<file path="src/rtl/pkt_ident_stream_if.sv">
// Beat-level bus of the framing-token classifier: the input beat with its
// per-byte valid and downstream hold, plus the registered classified beat.
// With PKT_CNT_EN defined the bus also carries the TLP/DLLP packet counters.
interface pkt_ident_stream_if #(
    parameter int NBYTES = 64
) ();
    logic [8*NBYTES-1:0] Data_in;
    logic [NBYTES-1:0]   valid;
    logic                hld_pd;
    logic [8*NBYTES-1:0] Data_out;
    logic [3*NBYTES-1:0] ByteType;
    logic                w;
    logic                err;
`ifdef PKT_CNT_EN
    logic [15:0]         tlp_cnt;
    logic [15:0]         dllp_cnt;
`endif

`ifdef PKT_CNT_EN
    modport master (
        output Data_in, valid, hld_pd,
        input  Data_out, ByteType, w, err, tlp_cnt, dllp_cnt
    );
    modport slave (
        input  Data_in, valid, hld_pd,
        output Data_out, ByteType, w, err, tlp_cnt, dllp_cnt
    );
`else
    modport master (
        output Data_in, valid, hld_pd,
        input  Data_out, ByteType, w, err
    );
    modport slave (
        input  Data_in, valid, hld_pd,
        output Data_out, ByteType, w, err
    );
`endif
endinterface

</file>
<file path="src/rtl/pkt_ident_stream.sv">
// Stateful framing-token classifier: tags every valid byte of a beat and carries
// packet context across beats. Optional PKT_CNT_EN adds TLP/DLLP packet counters.
//
// state       | meaning
// ------------+---------------------------------------------------------
// CTX_OUTSIDE | between packets; STP/SDP open a packet, END is an error
// CTX_IN_TLP  | inside a TLP; END closes it, STP/SDP abort it
// CTX_IN_DLLP | inside a DLLP; END closes it, STP/SDP abort it
module pkt_ident_stream #(
    parameter int         NBYTES  = 64,
    parameter logic [7:0] STP_TOK = 8'hFB,
    parameter logic [7:0] SDP_TOK = 8'h5C,
    parameter logic [7:0] END_TOK = 8'hFD
) (
    input logic              clk,
    input logic              rst,
    pkt_ident_stream_if.slave bus
);

    localparam logic [2:0] TYPE_INVALID = 3'b000;
    localparam logic [2:0] TYPE_IDLE    = 3'b001;
    localparam logic [2:0] TYPE_STP     = 3'b010;
    localparam logic [2:0] TYPE_SDP     = 3'b011;
    localparam logic [2:0] TYPE_END     = 3'b100;
    localparam logic [2:0] TYPE_TLP     = 3'b101;
    localparam logic [2:0] TYPE_DLLP    = 3'b110;
    localparam logic [2:0] TYPE_ERR     = 3'b111;

    typedef enum logic [1:0] {
        CTX_OUTSIDE = 2'd0,
        CTX_IN_TLP  = 2'd1,
        CTX_IN_DLLP = 2'd2
    } ctx_t;

    ctx_t                ctx_q;
    ctx_t                ctx_nxt;
    logic [3*NBYTES-1:0] type_nxt;
    logic                err_nxt;
    logic                any_valid;

    logic [8*NBYTES-1:0] data_q;
    logic [3*NBYTES-1:0] type_q;
    logic                w_q;
    logic                err_q;

`ifdef PKT_CNT_EN
    logic [15:0]         tlp_ends;
    logic [15:0]         dllp_ends;
    logic [15:0]         tlp_cnt_q;
    logic [15:0]         dllp_cnt_q;
`endif

    // Byte-serial context walk: each valid byte sees the context left by the
    // byte before it, so the last byte's context is what gets registered.
    always_comb begin
        ctx_nxt   = ctx_q;
        type_nxt  = '0;
        err_nxt   = 1'b0;
        any_valid = |bus.valid;
`ifdef PKT_CNT_EN
        tlp_ends  = '0;
        dllp_ends = '0;
`endif
        for (int i = 0; i < NBYTES; i++) begin
            if (bus.valid[i]) begin
                unique case (ctx_nxt)
                    CTX_OUTSIDE: begin
                        if (bus.Data_in[8*i +: 8] == STP_TOK) begin
                            type_nxt[3*i +: 3] = TYPE_STP;
                            ctx_nxt            = CTX_IN_TLP;
                        end else if (bus.Data_in[8*i +: 8] == SDP_TOK) begin
                            type_nxt[3*i +: 3] = TYPE_SDP;
                            ctx_nxt            = CTX_IN_DLLP;
                        end else if (bus.Data_in[8*i +: 8] == END_TOK) begin
                            type_nxt[3*i +: 3] = TYPE_ERR;
                        end else begin
                            type_nxt[3*i +: 3] = TYPE_IDLE;
                        end
                    end
                    CTX_IN_TLP, CTX_IN_DLLP: begin
                        if (bus.Data_in[8*i +: 8] == END_TOK) begin
                            type_nxt[3*i +: 3] = TYPE_END;
`ifdef PKT_CNT_EN
                            if (ctx_nxt == CTX_IN_TLP) tlp_ends = tlp_ends + 16'd1;
                            else                       dllp_ends = dllp_ends + 16'd1;
`endif
                            ctx_nxt            = CTX_OUTSIDE;
                        end else if (bus.Data_in[8*i +: 8] == STP_TOK ||
                                     bus.Data_in[8*i +: 8] == SDP_TOK) begin
                            // A new start token inside a packet aborts it.
                            type_nxt[3*i +: 3] = TYPE_ERR;
                            ctx_nxt            = CTX_OUTSIDE;
                        end else if (ctx_nxt == CTX_IN_TLP) begin
                            type_nxt[3*i +: 3] = TYPE_TLP;
                        end else begin
                            type_nxt[3*i +: 3] = TYPE_DLLP;
                        end
                    end
                    default: begin
                        type_nxt[3*i +: 3] = TYPE_ERR;
                        ctx_nxt            = CTX_OUTSIDE;
                    end
                endcase
            end else begin
                type_nxt[3*i +: 3] = TYPE_INVALID;
            end
            if (type_nxt[3*i +: 3] == TYPE_ERR) err_nxt = 1'b1;
        end
    end

    always_ff @(posedge clk or posedge rst) begin
        if (rst) begin
            ctx_q      <= CTX_OUTSIDE;
            data_q     <= '0;
            type_q     <= '0;
            w_q        <= 1'b0;
            err_q      <= 1'b0;
`ifdef PKT_CNT_EN
            tlp_cnt_q  <= '0;
            dllp_cnt_q <= '0;
`endif
        end else if (!bus.hld_pd) begin
            ctx_q      <= ctx_nxt;
            data_q     <= bus.Data_in;
            type_q     <= type_nxt;
            w_q        <= any_valid;
            err_q      <= err_nxt;
`ifdef PKT_CNT_EN
            tlp_cnt_q  <= tlp_cnt_q + tlp_ends;
            dllp_cnt_q <= dllp_cnt_q + dllp_ends;
`endif
        end else begin
            w_q        <= 1'b0;
            err_q      <= 1'b0;
        end
    end

    assign bus.Data_out = data_q;
    assign bus.ByteType = type_q;
    assign bus.w        = w_q;
    assign bus.err      = err_q;
`ifdef PKT_CNT_EN
    assign bus.tlp_cnt  = tlp_cnt_q;
    assign bus.dllp_cnt = dllp_cnt_q;
`endif

endmodule

</file>
<file path="src/flat_wrapper.sv">
// flat-port wrapper written by rule: the top's interface ports become plain ports
module pkt_ident_stream_flat 
#(
    parameter int         NBYTES  = 64,
    parameter logic [7:0] STP_TOK = 8'hFB,
    parameter logic [7:0] SDP_TOK = 8'h5C,
    parameter logic [7:0] END_TOK = 8'hFD
)
  (clk, rst, bus_Data_in, bus_valid, bus_hld_pd, bus_Data_out, bus_ByteType, bus_w, bus_err);
  pkt_ident_stream_if #(.NBYTES(NBYTES)) bus_i ();
  input logic clk;
  input logic rst;
  input wire logic [$bits(bus_i.Data_in)-1:0] bus_Data_in;
  input wire logic [$bits(bus_i.valid)-1:0] bus_valid;
  input wire logic [$bits(bus_i.hld_pd)-1:0] bus_hld_pd;
  output wire logic [$bits(bus_i.Data_out)-1:0] bus_Data_out;
  output wire logic [$bits(bus_i.ByteType)-1:0] bus_ByteType;
  output wire logic [$bits(bus_i.w)-1:0] bus_w;
  output wire logic [$bits(bus_i.err)-1:0] bus_err;
  assign bus_i.Data_in = bus_Data_in;
  assign bus_i.valid = bus_valid;
  assign bus_i.hld_pd = bus_hld_pd;
  assign bus_Data_out = bus_i.Data_out;
  assign bus_ByteType = bus_i.ByteType;
  assign bus_w = bus_i.w;
  assign bus_err = bus_i.err;
  pkt_ident_stream #(.NBYTES(NBYTES), .STP_TOK(STP_TOK), .SDP_TOK(SDP_TOK), .END_TOK(END_TOK)) u_core (.clk(clk), .rst(rst), .bus(bus_i));
endmodule
</file>
<file path="config.mk">
export PLATFORM = sky130hd
export DESIGN_NAME = pkt_ident_stream_flat
export DESIGN_NICKNAME = d
export VERILOG_FILES = /design/src/rtl/pkt_ident_stream_if.sv /design/src/rtl/pkt_ident_stream.sv /design/src/flat_wrapper.sv
export SDC_FILE = /design/constraint.sdc
export NUM_CORES = 2
export LEC_CHECK = 0
export ABC_AREA = 1
export ABC_CLOCK_PERIOD_IN_PS = 165100
export CORE_AREA = 5 5 501 503
export CTS_CLUSTER_DIAMETER = 200
export DETAILED_ROUTE_END_ITERATION = 7
export DIE_AREA = 0 0 506 508
export GPL_TIMING_DRIVEN = 0
export RECOVER_POWER = 25
export SLEW_MARGIN = 20
export SYNTH_ARGS = -nofsm -noshare
export SYNTH_HDL_FRONTEND = slang
export SYNTH_SLANG_ARGS = --single-unit
</file>
<file path="constraint.sdc">
create_clock -name clk -period 165.1 [get_ports clk]
set_clock_uncertainty 0.2 [all_clocks]
set_input_delay 33.02 -clock clk [delete_from_list [all_inputs] [get_ports clk]]
set_output_delay 33.02 -clock clk [all_outputs]
set_load 0.05 [all_outputs]
</file>
==> results.yml <==
status:
  status: "finished, violations left"
  violations: "max-capacitance violations, max-slew violations"
cts:
  cts_buffers: 95
  post_cts_resized: 0
  cts_hold_buf: 0
  cts_root_buffer: "clkbuf_16"
  clkSinkCount: 708
  clock_latency_ps: 740
  cts_max_level: 3
  cts_setup_buffers: 0
  clk_pin_slew_ps: 60
  clk_path_buf_depth: 3
  cts_tree: "done"
logic_synthesis:
  synth_seq_cells: 708
  ys.flop_type: "dfrtp_1"
  yosysMostFrequentCell: "nand2_1"
  yosysUniqueCellTypes: 47
  synth_cells: 6016
  synth_edf_count: 0
  synth_top_cells_by_count: "2117 x nand2_1, 925 x inv_1, 708 x dfrtp_1"
  yosysSeqAreaShare_pct: 40.9
  syn_nets: 6787
  synth_top_area_share_pct: 40.9
  synth_area_um2: 43300
  yosys_warnings: 0
  yosysTopAreaCell: "dfrtp_1"
  avgSynthCellArea_um2: 7.20
  async_reset_ff_share_pct: 100
  synth.top_cells.by_area: "dfrtp_1 41%, nand2_1 18%, inv_1 8.0%, o21ai_0 6.4%, ha_1 5.5%"
floorplan:
  io_pins: 1285
  dieArea_um2: 257000
  start_util_pct: 17.6
  rows: 182
  coreArea_um2: 245000
  die_w_um: 506
  die_y_um: 508
drt:
  wl_per_cell_um: 23.7
  via_count: 46204
  route.antenna.remaining_nets: 0
  vias_per_cell: 4.30
  drtIter0Drc: 3990
  dr.pass1.iters: 8
  post-route-drc-count: 0
  drt-total-wl_um: 255000
sta:
  finalMaxSlewViolations: 461
  fin_crit_sh_pct: 59.5
  period_minus_slack_ps: 98200
  slew_headroom_pct: -239
  setup_violations: 0
  tightest_slew_ps: 5080
  fin_setup_tns_ps: 0
  rsz0062_at_grt: "no"
  clock.fmax_mhz: 10.2
  hold_viol: 0
global_routing:
  grt_pass1_wl_um: 349000
  first_global_vias: 44848
  gr-total-overflow: 0
  grt_use_total_pct: 19.0
  grt_start_max_net_pins: 94
  antenna_found_initial: 87
  use_met2_pct: 32.2
  top_usage_layer: "met2"
  grtUsageMet1_pct: 22.0
  grt_use_met3_pct: 5.52
placement:
  place_congestion: 0.957
  hpwl_um: 216000
  portBuffers: 1257
worst_setup_path:
  startpoint_type: "input port"
  worst-endpoint-required_ps: 165490
  worstSetupPathType: "in -> reg"
  cp_max_fo: 6
  critPathCaptureType: "flip-flop"
  slowest_stage: "nor4_1"
  critical_path_arrival_ps: 98590
  max_stage_delay_ps: 830
  path_common_cell: "nand2_1"
power_and_ir_drop:
  powerDensity_nw_per_um2: 14.5
  leakage_nw: 29.8
  peakVddDrop_v: 0.00000813
final_layout:
  layout.nets: 8184
  fill_cells: 26860
  syn_to_final_growth_pct: 47.5
  final_util_pct: 26.0
  layout-drive-gt1-share_pct: 5.78
hold_path:
  min_path_type: "reg -> reg"
flow_run:
  drv_cap: 7
[critical path: cells and delay by family]
kind	cells	cell delay, ps
AOI/OAI and AO/OA	78	9100
adders and majority gates	63	16580
buffers and inverters	132	9750
and+or+nand+nor	305	30000
[kinds of logic after synthesis]
logic type | after synthesis | synth area share (%)
flops | 708 | 40.9
compound gates | 763 | 9.64
fa+ha+maj | 192 | 5.55
buf+inv | 1108 | 10.5
simple gates | 3245 | 33.4
[cell usage in the layout (no fill, tap or decap), drive strengths merged]
master / count
nand2: 2279
clkdlybuf4s50: 1261
inv: 934
dfrtp: 708
o21ai: 554
clkbuf: 300
nor2: 273
nand3: 259
nor4: 215
ha: 192
nor3: 125
a21oi: 90
nand4: 86
buf: 47
diode: 44
o2111ai: 39
o31ai: 37
clkinv: 18
a31oi: 14
a21boi: 9
clkinvlp: 9
bufbuf: 7
a221oi: 6
bufinv: 4
or2: 3
nor3b: 3
o32ai: 3
a211oi: 3
a41o: 1
a22oi: 1
and3: 1
a31o: 1
a211o: 1
a21o: 1
o211ai: 1
a2111oi: 1
or4: 1
o2111a: 1
dlygate4sd3: 1
[power breakdown]
group | internal, W | switching [W] | leakage (nW) | total, W
Clock | 0.000122 | 0.0000925 | 1.52 | 0.000214
Combinational | 0.000162 | 0.000338 | 19.4 | 0.000501
Sequential | 0.000197 | 0.0000150 | 8.84 | 0.000212
[stage by stage]
stage | setup slack [ps] | cell area [um2] | power [W] | std cells | hold slack, ps
floorplan | 76580 | 43300 | 0.000550 | 6016 | 313
global placement | 66500 | 59900 | 0.000712 | 10493 | 261
detailed placement | 66340 | 60800 | 0.000716 | 10536 | 264
CTS | 66860 | 63900 | 0.000937 | 10709 | 280
global route | 57830 | 63800 | 0.000996 | 10739 | 290
finish | 66900 | 63900 | 0.000927 | 10753 | 275
[per-layer routing]
layer	part of all wire [%]	routed length, um	up-vias
li1	-	-	22079
met3	8.7	22100	384
met1	39	99100	21781
met5	0.052	133	-
met4	5.3	13600	18
met2	47	120000	1942
[sequential cells by signal, indices dropped and copies added (netlist names)]
signal / count
u_core.bus.Data_out: 512
u_core.bus.ByteType: 192
u_core.ctx_q: 2
u_core.bus.err: 1
u_core.bus.w: 1
[layout make-up]
cell class / instances / area (um2) / area share [%]
repair buffers: 1300 / 13100 / 20.6
clock inverters: 38 / 420 / 0.658
diodes: 44 / 110 / 0.172
flip-flops and latches: 708 / 17700 / 27.7
inverters: 927 / 3480 / 5.45
plain buffers: 181 / 1080 / 1.70
clock buffers: 135 / 2720 / 4.25
multi-input cells: 4200 / 21200 / 33.1
well taps: 3220 / 4030 / 6.31
[worst paths after layout]
path	endpoint	slack [ps]	cells after the start	startpoint
max in group asynchronous	u_core.bus.Data_out[418]	120280	5	rst
min in group asynchronous	u_core.bus.Data_out[94]	33350	2	rst
setup / recovery	u_core.bus.err	66900	578	bus_Data_in[2]
hold / removal	u_core.bus.ByteType[188]	280	2	u_core.bus.ByteType[188]
setup reg to reg	u_core.bus.err	99250	578	u_core.ctx_q[0]
hold reg to reg	u_core.bus.ByteType[188]	280	2	u_core.bus.ByteType[188]
(Power assumes the default switching activity.)
